## src/rtl/wb_bypass_queue_pkg.sv

```systemverilog
// Shared types and constants for the writeback bypass queue.
package wb_bypass_queue_pkg;

  localparam int unsigned BYTE_TAG_W      = 16;
  localparam int unsigned BYTES_PER_ENTRY = 8;
  localparam int unsigned DATA_W          = 64;
  localparam int unsigned PTC_W           = BYTES_PER_ENTRY * BYTE_TAG_W;

  // Tag value for a byte nobody is producing; operands never carry it.
  localparam logic [BYTE_TAG_W-1:0] PTC_NULL = 16'hFFFF;

  // One resident writeback result: data plus its per-byte tags.
  typedef struct packed {
    logic [PTC_W-1:0]  ptc;
    logic [DATA_W-1:0] data;
  } wbq_entry_t;

  localparam wbq_entry_t EMPTY_ENTRY = '{ptc: {BYTES_PER_ENTRY{PTC_NULL}}, data: '0};

  // Per-slot update selected by the queue control.
  typedef enum logic [1:0] {
    SLOT_HOLD  = 2'd0,
    SLOT_SHIFT = 2'd1,
    SLOT_LOAD  = 2'd2,
    SLOT_CLEAR = 2'd3
  } slot_op_e;

  // Extract byte b's tag from a packed tag vector.
  function automatic logic [BYTE_TAG_W-1:0] tag_of(input logic [PTC_W-1:0] ptc,
                                                   input int unsigned      b);
    return ptc[b*BYTE_TAG_W +: BYTE_TAG_W];
  endfunction

endpackage

```

## src/rtl/wbq_slot.sv

```systemverilog
// One queue slot: entry register with load / shift-in / clear and per-byte tag kill.
module wbq_slot
  import wb_bypass_queue_pkg::*;
(
  input  logic                       clk,
  input  logic                       clr,
  input  slot_op_e                   op,
  input  wbq_entry_t                 load_entry,
  input  wbq_entry_t                 shift_entry,
  input  logic [BYTES_PER_ENTRY-1:0] kill,
  output wbq_entry_t                 q,
  output wbq_entry_t                 q_killed_c
);

  wbq_entry_t d;

  // Current contents with this cycle's killed byte tags replaced by NULL; data is kept.
  always_comb begin
    q_killed_c = q;
    for (int unsigned b = 0; b < BYTES_PER_ENTRY; b++) begin
      if (kill[b]) begin
        q_killed_c.ptc[b*BYTE_TAG_W +: BYTE_TAG_W] = PTC_NULL;
      end
    end
  end

  // Next-contents select; shift_entry already carries the neighbour's kills.
  always_comb begin
    d = q_killed_c;
    case (op)
      SLOT_SHIFT: d = shift_entry;
      SLOT_LOAD:  d = load_entry;
      SLOT_CLEAR: d = EMPTY_ENTRY;
      default:    d = q_killed_c;
    endcase
  end

  // Entry register.
  always_ff @(posedge clk or negedge clr) begin
    if (!clr) begin
      q <= EMPTY_ENTRY;
    end else begin
      q <= d;
    end
  end

endmodule

```

## src/rtl/wb_bypass_queue.sv

```systemverilog
// Writeback bypass queue: shifting queue of uncommitted results exposed as bypass prospects.
module wb_bypass_queue
  import wb_bypass_queue_pkg::*;
#(
  parameter  int unsigned NUM_PROSPECTS = 4,
  localparam int unsigned CNT_W         = $clog2(NUM_PROSPECTS) + 1
) (
  input  logic                              clk,
  input  logic                              clr,
  input  logic                              flush,
  input  logic                              enq_valid,
  output logic                              enq_ready,
  input  logic [DATA_W-1:0]                 enq_data,
  input  logic [PTC_W-1:0]                  enq_ptc,
  output logic                              deq_valid,
  output logic [DATA_W-1:0]                 deq_data,
  output logic [PTC_W-1:0]                  deq_ptc,
  input  logic                              deq_ack,
  output logic [NUM_PROSPECTS*DATA_W-1:0]   prospective_data,
  output logic [NUM_PROSPECTS*PTC_W-1:0]    prospective_ptc,
  output logic [CNT_W-1:0]                  count
);

  logic                                           enq_fire;
  logic                                           deq_fire;
  logic [CNT_W-1:0]                               count_next;
  logic [CNT_W-1:0]                               write_idx;
  wbq_entry_t                                     enq_entry;
  wbq_entry_t                                     slot_q     [NUM_PROSPECTS];
  wbq_entry_t                                     slot_kq    [NUM_PROSPECTS];
  wbq_entry_t                                     shift_in   [NUM_PROSPECTS];
  slot_op_e                                       slot_op    [NUM_PROSPECTS];
  logic [NUM_PROSPECTS-1:0][BYTES_PER_ENTRY-1:0]  kill;

  assign enq_ready = (count < CNT_W'(NUM_PROSPECTS));
  assign deq_valid = (count != '0);
  assign enq_fire  = enq_valid & enq_ready & ~flush;
  assign deq_fire  = deq_ack & deq_valid & ~flush;
  assign enq_entry = '{ptc: enq_ptc, data: enq_data};

  // After a dequeue the entries shift down, so the new entry lands one slot lower.
  assign write_idx = deq_fire ? (count - CNT_W'(1)) : count;

  // Occupancy update; flush empties the queue regardless of handshakes.
  always_comb begin
    count_next = count;
    if (flush) begin
      count_next = '0;
    end else begin
      count_next = count + CNT_W'(enq_fire) - CNT_W'(deq_fire);
    end
  end

  // Occupancy register.
  always_ff @(posedge clk or negedge clr) begin
    if (!clr) begin
      count <= '0;
    end else begin
      count <= count_next;
    end
  end

  // Kill any resident byte whose tag is claimed by a non-NULL byte of the accepted entry.
  always_comb begin
    kill = '0;
    if (enq_fire) begin
      for (int unsigned k = 0; k < NUM_PROSPECTS; k++) begin
        for (int unsigned b = 0; b < BYTES_PER_ENTRY; b++) begin
          for (int unsigned j = 0; j < BYTES_PER_ENTRY; j++) begin
            if ((tag_of(enq_ptc, j) != PTC_NULL) &&
                (tag_of(enq_ptc, j) == tag_of(slot_q[k].ptc, b))) begin
              kill[k][b] = 1'b1;
            end
          end
        end
      end
    end
  end

  // Per-slot operation: flush clears, enqueue loads its target, dequeue shifts the rest down.
  always_comb begin
    for (int unsigned k = 0; k < NUM_PROSPECTS; k++) begin
      slot_op[k] = SLOT_HOLD;
      if (flush) begin
        slot_op[k] = SLOT_CLEAR;
      end else if (enq_fire && (CNT_W'(k) == write_idx)) begin
        slot_op[k] = SLOT_LOAD;
      end else if (deq_fire) begin
        slot_op[k] = (k == NUM_PROSPECTS - 1) ? SLOT_CLEAR : SLOT_SHIFT;
      end
    end
  end

  for (genvar k = 0; k < NUM_PROSPECTS; k++) begin : g_slot
    // Neighbour feed for the down-shift; the top slot refills with the empty pattern.
    if (k == NUM_PROSPECTS - 1) begin : g_top
      assign shift_in[k] = EMPTY_ENTRY;
    end else begin : g_mid
      assign shift_in[k] = slot_kq[k+1];
    end

    wbq_slot u_slot (
      .clk         (clk),
      .clr         (clr),
      .op          (slot_op[k]),
      .load_entry  (enq_entry),
      .shift_entry (shift_in[k]),
      .kill        (kill[k]),
      .q           (slot_q[k]),
      .q_killed_c  (slot_kq[k])
    );

    assign prospective_data[k*DATA_W +: DATA_W] = slot_q[k].data;
    assign prospective_ptc[k*PTC_W +: PTC_W]    = slot_q[k].ptc;
  end

  assign deq_data = slot_q[0].data;
  assign deq_ptc  = slot_q[0].ptc;

endmodule

```

## config.mk

```make
export PLATFORM = sky130hd
export DESIGN_NAME = wb_bypass_queue
export DESIGN_NICKNAME = d
export VERILOG_FILES = /design/src/rtl/wb_bypass_queue_pkg.sv /design/src/rtl/wbq_slot.sv /design/src/rtl/wb_bypass_queue.sv
export SDC_FILE = /design/constraint.sdc
export NUM_CORES = 2
export LEC_CHECK = 0
export CAP_MARGIN = 10
export CORE_MARGIN = 1
export CORE_UTILIZATION = 30
export DETAILED_ROUTE_END_ITERATION = 10
export MAX_ROUTING_LAYER = met4
export PLACE_DENSITY = 0.51
export SLEW_MARGIN = 0
export SYNTH_ARGS = -nofsm -noshare
export SYNTH_HDL_FRONTEND = slang
export SYNTH_HIERARCHICAL = 1
export SYNTH_SLANG_ARGS = --single-unit
```

## constraint.sdc

```tcl
create_clock -name clk -period 7.6 [get_ports clk]
set_input_delay 1.14 -clock clk [delete_from_list [all_inputs] [get_ports clk]]
set_output_delay 1.14 -clock clk [all_outputs]
set_load 0.02 [all_outputs]
```

Yosys cells after proc, flatten, opt, wreduce, memory -nomap -nowiden
Cells that the tools add are included.
{"block": "op_classes", "eq_ne": 279, "n_bitwise": 5, "n_lt_le_gt_ge": 1, "muxes": 305, "reduce_logical": 275, "n_addsub": 3}
{"op": "equality test 16 bit", "count": 256}
{"op": "case mux 192 bit (3 select lines)", "count": 3}
{"op": "2-to-1 mux 16 bit", "count": 32}
{"op": "case mux 192 bit (2 select lines)", "count": 1}
{"op": "logical AND 1 bit", "count": 260}
{"op": "2-to-1 mux 1 bit", "count": 257}
{"op": "!= test 16 bit, second input constant", "count": 8}
{"op": "2-to-1 mux 32 bit", "count": 1}
{"op": "nonzero test 4 bit", "count": 8}
{"op": "2-to-1 mux 2 bit", "count": 9}
{"op": "equality test 2 bit, second input constant", "count": 8}
{"op": "nonzero test 3 bit", "count": 4}
{"op": "equality test 2 x 1 -> 1 bit, second input constant", "count": 4}
{"op": "equality test 2 x 3 -> 1 bit, first input constant", "count": 2}
{"op": "2-to-1 mux 3 bit", "count": 2}
{"op": "bitwise AND 1 bit", "count": 4}
{"op": "adder 3 x 1 -> 3 bit", "count": 1}
{"op": "equality test 1 x 3 -> 1 bit, first input constant", "count": 1}
{"op": "logical NOT 3 bit", "count": 1}
{"op": "less-than comparator 3 bit, second input constant", "count": 1}
{"op": "subtractor 3 x 1 -> 3 bit", "count": 1}
{"op": "subtractor 3 x 1 -> 3 bit, second input constant", "count": 1}
{"op": "nonzero test 2 bit", "count": 1}
{"op": "OR reduction 2 bit", "count": 1}
{"op": "NOT 1 bit", "count": 1}
{"block": "word_totals", "output_inout_bits": 965, "word_cells": 884, "input_bits": 197, "reg_bits": 771}

Longest topological paths before layout
{"block": "depth", "depth_word": 13, "depth_mapped": 14, "mapped_depth_nobuf": 12}

By module
Netlist, hierarchy kept.
{"mod": "wb_bypass_queue", "seq_area_each_um2": 75.1, "cells_per_inst": 6995, "instances": 1, "area_per_inst_um2": 52594.2}
{"mod": "wbq_slot", "seq_area_each_um2": 4964.8, "cells_per_inst": 1156, "instances": 4, "area_per_inst_um2": 11743.8}

Worst setup path before layout
OpenSTA, ideal clock, no wires.
{"block": "synth_timing", "path_kind": "input to register", "startpoint": "input port enq_ptc[55]", "endpoint": "register g_slot[0].u_slot/q[133] (netlist bit)", "required_ns": 7.518, "path_buffers": 3, "setup_ns": 0.082, "setup_slack_ns": 4.378, "arrival_time_ns": 3.140, "stages": 12, "path_cell_list": "clkbuf_1 -> buf_2 -> xor2_1 -> nor4_1 -> nand4_1 -> nor2_1 -> a31oi_1 -> a31oi_1 -> clkbuf_1 -> or2_2 -> nor3b_1 -> nor3_1"}
{"item": "start, declared", "line": "wb_bypass_queue.sv:14", "text": "input logic [PTC_W-1:0] enq_ptc,"}
{"item": "end signal, assigned", "line": "wbq_slot.sv:41", "text": "q <= EMPTY_ENTRY;"}
{"item": "end signal, assigned", "line": "wbq_slot.sv:43", "text": "q <= d;"}
{"item": "end, declared", "line": "wbq_slot.sv:11", "text": "output wbq_entry_t q,"}

==> impl_metrics.json <==
{
  "status": "completed",
  "finalSetupViolCount": 0,
  "initial_core_util": 0.302,
  "placed_area_mm2": 0.107,
  "clkSlewWorstSetupHoldPaths_ps": 70,
  "antenna_found_initial": 63,
  "nNetsFinal": 11400,
  "skew_ps": 72.7,
  "worstMarginPinSlew_ps": 1390,
  "rsz0062_at_grt": "false",
  "gr-total-overflow": 0,
  "slew_viol_final": 0,
  "combinationalPowerShare": 0.472,
  "critPathMaxFanout": 32,
  "cp.required_ps": 8420,
  "clkSinkCount": 771,
  "hold_buffers": 0,
  "slew_headroom": 0.0640,
  "vias": 98900,
  "power.internal_uw": 16000,
  "setup.worst_path.start_class": "primary input",
  "whs_ps": 394,
  "netSwitchingPower_uw": 17300,
  "area_growth_pct": 12.6,
  "route.detailed.drc": 0,
  "tns_ps": 0,
  "numCtsBuffers": 110,
  "cts_root_buffer": "clkbuf_16",
  "dr.first_iter.drc_count": 16600,
  "synth.avg_cell_area_um2": 8.60,
  "die_x_um": 574,
  "syn_inst": 11400,
  "synthesis.area_mm2": 0.0983,
  "seq_power_share": 0.361,
  "firstDrtPassIters": 8,
  "vdd_ir_drop_max_mv": 0.209,
  "cts_tree": "yes",
  "end_kind": "flop",
  "arrival_ps": 5500,
  "final_common_cell": "xor2_1",
  "ant_nets": 0,
  "fp.dieArea_mm2": 0.330,
  "finalNonFillerCells": 15700,
  "path_class": "in2reg",
  "wirelength_um": 639000,
  "place.gp.congestion": 1.05,
  "placedCellCount": 15400,
  "power.share.switching": 0.520,
  "worstSkewPairLatency_ps": 910,
  "leakagePower_uw": 0.0375,
  "die_h_um": 574,
  "port-buffer-count": 1161,
  "dpl.hpwl_um": 403000,
  "hold_viol": 0,
  "std_cell_rows": 209,
  "io_pins": 1162,
  "viasPerCell": 6.31,
  "cts_resized": 0,
  "max-clock-path-buffers": 4,
  "final_cell_area_mm2": 0.111,
  "wl_per_cell_um": 40.8,
  "mostFrequentLayoutCells": "3353 x xor2_1, 1353 x nor4_1, 1032 x clkdlybuf4s50_1",
  "grt_max_degree": 200,
  "drv_cap": 0,
  "core_mm2": 0.325,
  "clock_power_share": 0.167,
  "hp-class": "in2async",
  "ff2ff_path_depth": 11,
  "drive_gt1_frac": 0.138,
  "grt_pass1_vias": 89600,
  "finalCritPeriodShare": 0.616,
  "powerDensity_mw_per_mm2": 301,
  "postCtsSetupRepairBufs": 0,
  "fin_crit_ps": 4680,
  "yosysWarnings": 6,
  "htree_levels": 3,
  "grt_pass1_wl_um": 845000,
  "grt_usage": 0.381,
  "fmax_ghz": 0.214
}
-- worst max-delay path: stages --
cell     delay, ps
buf_4          490
nand4_1        440
nor4_4        1160
buf_4          330
buf_4          260
nor2_1         120
a31oi_1        290
a31oi_4        450
or2_2          450
nor3b_1        190
nor3_1          90
-- cell type report --
class                      count  area [um2]
clock buffer                 158        3200
inverter                       6        25.0
multi-input combinational   8878       67800
fill                       33700      214000
sequential                   771       19900
antenna                       63         158
clock inverter                39         497
timing repair buffer        1431       13600
tap                         4325        5410
-- metal layers --
layer | track usage | routed length [um] | share of wire
met2 | 0.516 | 252000 | 0.39
met3 | 0.168 | 95900 | 0.15
met5 | - | 0 | 0
met4 | 0.274 | 58400 | 0.091
met1 | 0.443 | 232000 | 0.36
-- final timing paths --
path                                               startpoint                            endpoint  slack, ps
max                                               enq_ptc[12]   g_slot[0].u_slot/q[150]$_DFF_PN1_       2920
min                                                       clr  g_slot[0].u_slot/q[23]$_DFFE_PN0P_        390
max reg2reg                                count[0]$_DFF_PN0_    g_slot[1].u_slot/q[66]$_DFF_PN1_       3350
min reg2reg                g_slot[2].u_slot/q[17]$_DFFE_PN0P_  g_slot[1].u_slot/q[17]$_DFFE_PN0P_        510
max in group asynchronous                                 clr   g_slot[3].u_slot/q[8]$_DFFE_PN0P_       5380
min in group clk           g_slot[2].u_slot/q[17]$_DFFE_PN0P_  g_slot[1].u_slot/q[17]$_DFFE_PN0P_        510
-- per-stage QoR --
step	power [uW]	utilization	worst slack, ps
after floorplan	19800	-	4380
after global placement	26900	0.329	2440
after detailed placement	26900	0.329	2450
after CTS	32600	0.340	3340
after global routing	34000	0.340	2920
final	33300	0.340	2920
-- power groups by stage --
stage          registers [uW]  logic [uW]  clock network [uW]
3_5_place_dp            11600       15300                   0
3_3_place_gp            11600       15300                   0
5_1_grt                 11700       16600                5750
4_1_cts                 11600       15400                5620
6_report                12000       15700                5560
2_1_floorplan            7970       11800                   0
-- sequential cells by signal, indices dropped and copies added, names as in the netlist --
| signal | cells |
|---|---|
| count | 3 |
| g_slot.u_slot/q | 768 |
No activity file was read; power rests on OpenSTA's default activity.
